## src/rtl/uart_pkg.sv

```systemverilog
// uart_pkg: shared types and constants for the UART receive controller
package uart_pkg;
  localparam int UART_DATA_W = 8;
  localparam logic [7:0] ERR_CNT_MAX = 8'hFF;
  typedef enum logic [1:0] {IDLE, RUN, ERR_CLR, ERR_WAIT} rx_state_t;
endpackage

```

## src/rtl/uart_byte_fifo.sv

```systemverilog
// uart_byte_fifo: byte FIFO with a registered head entry and wrap-bit pointers
module uart_byte_fifo
  import uart_pkg::*;
#(
  parameter int FIFO_DEPTH = 8
) (
  input  logic                         clk,
  input  logic                         rst,
  input  logic                         push,
  input  logic                         pop,
  input  logic [UART_DATA_W-1:0]       din,
  output logic [UART_DATA_W-1:0]       dout,
  output logic                         empty,
  output logic                         full,
  output logic [$clog2(FIFO_DEPTH):0]  count
);
  localparam int AW = $clog2(FIFO_DEPTH);
  logic [UART_DATA_W-1:0] mem [FIFO_DEPTH];
  logic [AW:0] wr_ptr, rd_ptr, rd_next;
  logic do_push, do_pop;
  assign count   = wr_ptr - rd_ptr;
  assign empty   = wr_ptr == rd_ptr;
  assign full    = count == (AW+1)'(FIFO_DEPTH);
  assign do_pop  = pop & ~empty;
  assign do_push = push & (~full | do_pop);
  assign rd_next = rd_ptr + (AW+1)'(do_pop);
  // storage array; contents need no reset since pointers gate visibility
  always_ff @(posedge clk)
    if (do_push) mem[wr_ptr[AW-1:0]] <= din;
  // pointers and head register; the head bypasses din when the slot it lands on is written now
  always_ff @(posedge clk or posedge rst)
    if (rst) begin
      wr_ptr <= '0;
      rd_ptr <= '0;
      dout   <= '0;
    end else begin
      wr_ptr <= wr_ptr + (AW+1)'(do_push);
      rd_ptr <= rd_next;
      dout   <= (rd_next == wr_ptr) ? (do_push ? din : dout) : mem[rd_next[AW-1:0]];
    end
endmodule

```

## src/rtl/uart_rx_ctrl.sv

```systemverilog
// uart_rx_ctrl: sequences the UART sampler, buffers bytes and runs frame-error recovery
module uart_rx_ctrl
  import uart_pkg::*;
#(
  parameter int FIFO_DEPTH  = 8,
  parameter int CLR_CYCLES  = 32,
  parameter int SYNC_STAGES = 2
) (
  input  logic                         clk_sample,
  input  logic                         RST,
  input  logic                         enable,
  input  logic                         clr_status,
  input  logic [UART_DATA_W-1:0]       rx_data,
  input  logic                         rx_valid,
  input  logic                         rx_ferr,
  output logic                         Err_clr,
  output logic [UART_DATA_W-1:0]       m_data,
  output logic                         m_valid,
  input  logic                         m_ready,
  output logic [$clog2(FIFO_DEPTH):0]  fifo_cnt,
  output logic                         overflow,
  output logic [7:0]                   err_cnt,
  output logic                         busy_err
);
  localparam int CLW = $clog2(CLR_CYCLES);
  logic [SYNC_STAGES-1:0] v_sync, f_sync;
  logic v_prev, f_prev, v_rise, f_rise, push_req, pop, empty, full;
  rx_state_t st;
  logic [CLW-1:0] clr_cnt;
  assign v_rise   = v_sync[SYNC_STAGES-1] & ~v_prev;
  assign f_rise   = f_sync[SYNC_STAGES-1] & ~f_prev;
  assign push_req = (st == RUN) & v_rise & ~f_rise;
  assign pop      = m_ready & ~empty;
  assign m_valid  = ~empty;
  // synchronize sampler flags and keep a delayed copy for rise detection
  always_ff @(posedge clk_sample or posedge RST)
    if (RST) begin
      v_sync <= '0;
      f_sync <= '0;
      v_prev <= 1'b0;
      f_prev <= 1'b0;
    end else begin
      v_sync <= {v_sync[SYNC_STAGES-2:0], rx_valid};
      f_sync <= {f_sync[SYNC_STAGES-2:0], rx_ferr};
      v_prev <= v_sync[SYNC_STAGES-1];
      f_prev <= f_sync[SYNC_STAGES-1];
    end
  // recovery FSM with registered Err_clr and busy_err
  always_ff @(posedge clk_sample or posedge RST)
    if (RST) begin
      st       <= IDLE;
      clr_cnt  <= '0;
      Err_clr  <= 1'b0;
      busy_err <= 1'b0;
    end else begin
      case (st)
        IDLE: if (enable) st <= RUN;
        RUN:
          if (f_rise) begin
            st       <= ERR_CLR;
            clr_cnt  <= CLW'(CLR_CYCLES - 1);
            Err_clr  <= 1'b1;
            busy_err <= 1'b1;
          end else if (!enable) st <= IDLE;
        ERR_CLR:
          if (clr_cnt == '0) begin
            st      <= ERR_WAIT;
            Err_clr <= 1'b0;
          end else clr_cnt <= clr_cnt - 1'b1;
        default:
          if (!f_sync[SYNC_STAGES-1]) begin
            st       <= enable ? RUN : IDLE;
            busy_err <= 1'b0;
          end
      endcase
    end
  // sticky status; a clear request beats a same-cycle set or increment
  always_ff @(posedge clk_sample or posedge RST)
    if (RST) begin
      overflow <= 1'b0;
      err_cnt  <= '0;
    end else begin
      overflow <= clr_status ? 1'b0 : (overflow | (push_req & full & ~pop));
      err_cnt  <= clr_status ? '0 :
                  ((st == RUN) && f_rise && err_cnt != ERR_CNT_MAX) ? err_cnt + 1'b1 : err_cnt;
    end
  uart_byte_fifo #(.FIFO_DEPTH(FIFO_DEPTH)) u_fifo (
    .clk   (clk_sample),
    .rst   (RST),
    .push  (push_req),
    .pop   (pop),
    .din   (rx_data),
    .dout  (m_data),
    .empty (empty),
    .full  (full),
    .count (fifo_cnt)
  );
endmodule

```

## config.mk

```make
export PLATFORM = sky130hd
export DESIGN_NAME = uart_rx_ctrl
export DESIGN_NICKNAME = d
export VERILOG_FILES = /design/src/rtl/uart_pkg.sv /design/src/rtl/uart_byte_fifo.sv /design/src/rtl/uart_rx_ctrl.sv
export SDC_FILE = /design/constraint.sdc
export NUM_CORES = 1
export LEC_CHECK = 0
export ABC_AREA = 1
export BUFFER_PORTS_ARGS = -buffer_cell sky130_fd_sc_hd__buf_2
export CAP_MARGIN = 0
export CELL_PAD_IN_SITES_DETAIL_PLACEMENT = 0
export CELL_PAD_IN_SITES_GLOBAL_PLACEMENT = 1
export CORE_ASPECT_RATIO = 0.9
export CORE_MARGIN = 2
export CORE_UTILIZATION = 48
export CTS_BUF_LIST = sky130_fd_sc_hd__clkbuf_8
export DETAILED_ROUTE_END_ITERATION = 7
export PLACE_DENSITY = 0.8
export REMOVE_ABC_BUFFERS = 1
export SKIP_LAST_GASP = 1
export SYNTH_ARGS = -nofsm -noshare
export SYNTH_HDL_FRONTEND = slang
export SYNTH_SLANG_ARGS = --single-unit
```

## constraint.sdc

```tcl
create_clock -name clk_sample -period 3.3 [get_ports clk_sample]
set_input_delay 0 -clock clk_sample [delete_from_list [all_inputs] [get_ports clk_sample]]
set_output_delay 0 -clock clk_sample [all_outputs]
set_load 0.01 [all_outputs]
```

==> metrics <==
status=finished, final reports clean; area of the multi-input gates=between 0.0015 and 0.002 mm^2; CP endpoint kind=flop; Flop pwr share=0.345; # rows=35; setup ws final=between 200 and 300 ps; Synth top area share=0.3882; Synth area leader=edfxtp_1; ys flop type=edfxtp_1; synthesized instance count=540; Routed Antenna Nets=0; setup TNS=0 ps; critical path peak fanout=9; Pint=~2800 uW; mean routed wirelength per cell=between 10 and 15 um; Pins Over Slew Limit=0; combinational share of power=0.480; FF+latch area=around 0.0029 mm^2; Overall Power=approximately 4900 uW; Synth async-reset ratio=0.3846; Routed WL=10.93 mm; Slew headroom=0.6477; top post-synthesis cells by area=edfxtp_1 39%, dfrtp_1 20%, nand2_1 15%; crit path kind=flop to flop; Final Skew=roughly 7.6 ps; Max Fclk=between 300 and 400 MHz; Distinct cells, synth=32; crit path DAT=about 3300 ps; Port Buf Inserts=38; largest net degree at the start of global routing=41; antenna cell count=0; clock power share=0.175; global-route wire length before repair=~18 mm; Lkg Pwr=between 0.002 and 0.003 uW; Final GP Congestion=0.8300; syn_area_per_cell=between 9 and 10 um^2; Pwr per Cell Area=863.4 mW/mm^2; Final min period=~3000 ps; max cap viols=0; CTS max path bufs=2; P&R area growth vs syn=15.14%; nets@finish=between 600 and 700; Final Hold Viols=0; dpl hpwl=7.134 mm; sequential fraction of the synthesis area=0.5903; synth cell count leaders=199 x nand2_1, 82 x inv_1, 64 x edfxtp_1, 43 x nand3_1, 40 x dfrtp_1; CTS root buf=clkbuf_8; Die W=between 100 and 150 um; CTS Buf Count=9; clk sink count=104; Die Span Y=100.4 um; vias in the first global route=~3400; Tot GR Track Use=0.2066; switching part of the total=0.4341; P_sw=around 2100 uW; Synth Cell Area=0.004951 mm^2; most common cell in the netlist=nand2_1; Post-synth EDFFs=64; fin crit share=0.9135; CTS H-tree depth=3; vias=around 3700; Final Setup Violations=0; Core ar.=0.01016 mm^2; Remaining DRCs=0; clk slew on worst S/H paths=100 ps; RSZ-0062 raised after global routing=no; initial antenna violation count=0; CTS tree=built; Synth Register Bits=~100; layout cell share with drive strength beyond 1=0.1429; Congestion Overflow GR=0; clk_lat worst skew=~360 ps; Die Area=around 0.011 mm^2; yosys warns=0; Via density=~5; starting density of the core=0.4873; Max rail drop VDD=~640 uV; I/O Pins=39; Worst EP required=about 3600 ps; worst slack, placed=between 200 and 250 ps; worst-margin pin slew=528.5 ps; DRT iter0 DRCs=about 200; startpoint types=flop; Hold WC Path Type=input port to flop; number of fill cells=935; Pre-Repair DR Iteration Count=5
final timing paths:
kind | from | end | slack (ps) | cells after the start
max in group asynchronous | RST | u_fifo.wr_ptr[0] | 2630 | 4
max reg2reg | u_fifo.wr_ptr[2] | u_fifo.dout[5] | 290 | 15
min | m_ready | overflow | 40 | 4
max | u_fifo.wr_ptr[2] | u_fifo.dout[5] | 290 | 15
min reg2reg | f_sync[0] | f_sync[1] | 360 | 0
min in group asynchronous | RST | f_prev | 290 | 4
cells by family (layout without fill, tap and decap cells):
family / count (synthesis) / count (layout) / share of synthesized area
adders and majority gates: 11 / 11 / 0.02932
and+or+nand+nor: 293 / 293 / 0.2585
xor gates and xnor gates: 8 / 8 / 0.01415
AOI/OAI and AO/OA: 27 / 27 / 0.03007
buffers and inverters: 97 / 166 / 0.07758
DFF: 104 / 104 / 0.5903
sequential cells by signal (all words and copies together) (netlist names), 2 cells and up:
name,count
st,2
u_fifo.dout,8
clr_cnt,5
u_fifo.mem,64
u_fifo.rd_ptr,4
u_fifo.wr_ptr,4
v_sync,2
err_cnt,8
f_sync,2
layout make-up:
class / instances / area share
repair buffers: 64 / 0.07287
inverters: 86 / 0.05817
well taps: 129 / 0.02831
multi-input cells: 339 / 0.2888
flip-flops and latches: 104 / 0.5129
clock buffers: 9 / 0.02173
clock inverters: 7 / 0.01712
cell usage in the layout (no fill, tap or decap), drive strengths merged, types with 2 or more instances in the layout:
cell type,count
bufinv,2
xor2,7
clkbuf,9
nand3,44
nor3,9
edfxtp,64
dfrtp,40
buf,52
o21ai,14
dlygate4sd3,12
a31oi,2
a21oi,8
nand4,12
inv,84
ha,10
clkinv,5
nor2,18
clkinvlp,2
nand2,206
nand3b,3
timing repair:
item,in CTS,in global routing
endpoints found under the setup margin,0,8
gates resized for setup,0,3
endpoints found under the hold margin,110,0
hold buffers,12,0
setup buffers,0,2
per-stage QoR:
| stage | instance area (um^2) | hold slack, ps | utilization | std cells |
|---|---|---|---|---|
| 4_1_cts | 5678 | 14.43 | 0.5589 | 736 |
| 5_1_grt | 5700 | 27.52 | 0.5611 | 738 |
| 3_5_place_dp | 5336 | 109.6 | 0.5252 | 708 |
| 2_1_floorplan | 4895 | 31.43 | - | 529 |
| 6_report | 5700 | 41.58 | 0.5611 | 738 |
| 3_3_place_gp | 5336 | 109.3 | 0.5252 | 708 |
power by group through the flow:
stage	Combinational, uW	Sequential [uW]	Clock [uW]
2_1_floorplan	1610	1720	0
3_3_place_gp	2300	1720	0
3_5_place_dp	2310	1720	0
4_1_cts	2340	1690	887
5_1_grt	2710	1720	939
6_report	2360	1700	861
worst max-delay path, cell delays in order (launching register included):
cell      delay (ps)
dfrtp_1          480
ha_1             390
nand2_1           70
nor2_1           120
nand2_2           80
nand2_1           60
inv_1             40
ha_1             190
ha_2             450
xor2_1           130
nor2_4           260
nand3_4          230
clkinv_4         150
nand2_4          100
nand2_1           90
nand2_1           50
routing by layer:
layer / vias up / share of wire / global-route usage / wire length, um
li1: 1862 / - / - / -
met2: 81 / 0.45 / 0.3223 / 4887
met3: 10 / 0.045 / 0.05193 / 491
met5: - / 0 / 0 / 0
met4: 0 / 0.011 / 0.04368 / 117
met1: 1762 / 0.50 / 0.2979 / 5435
Note: power is estimated with default switching activity, not from simulation.
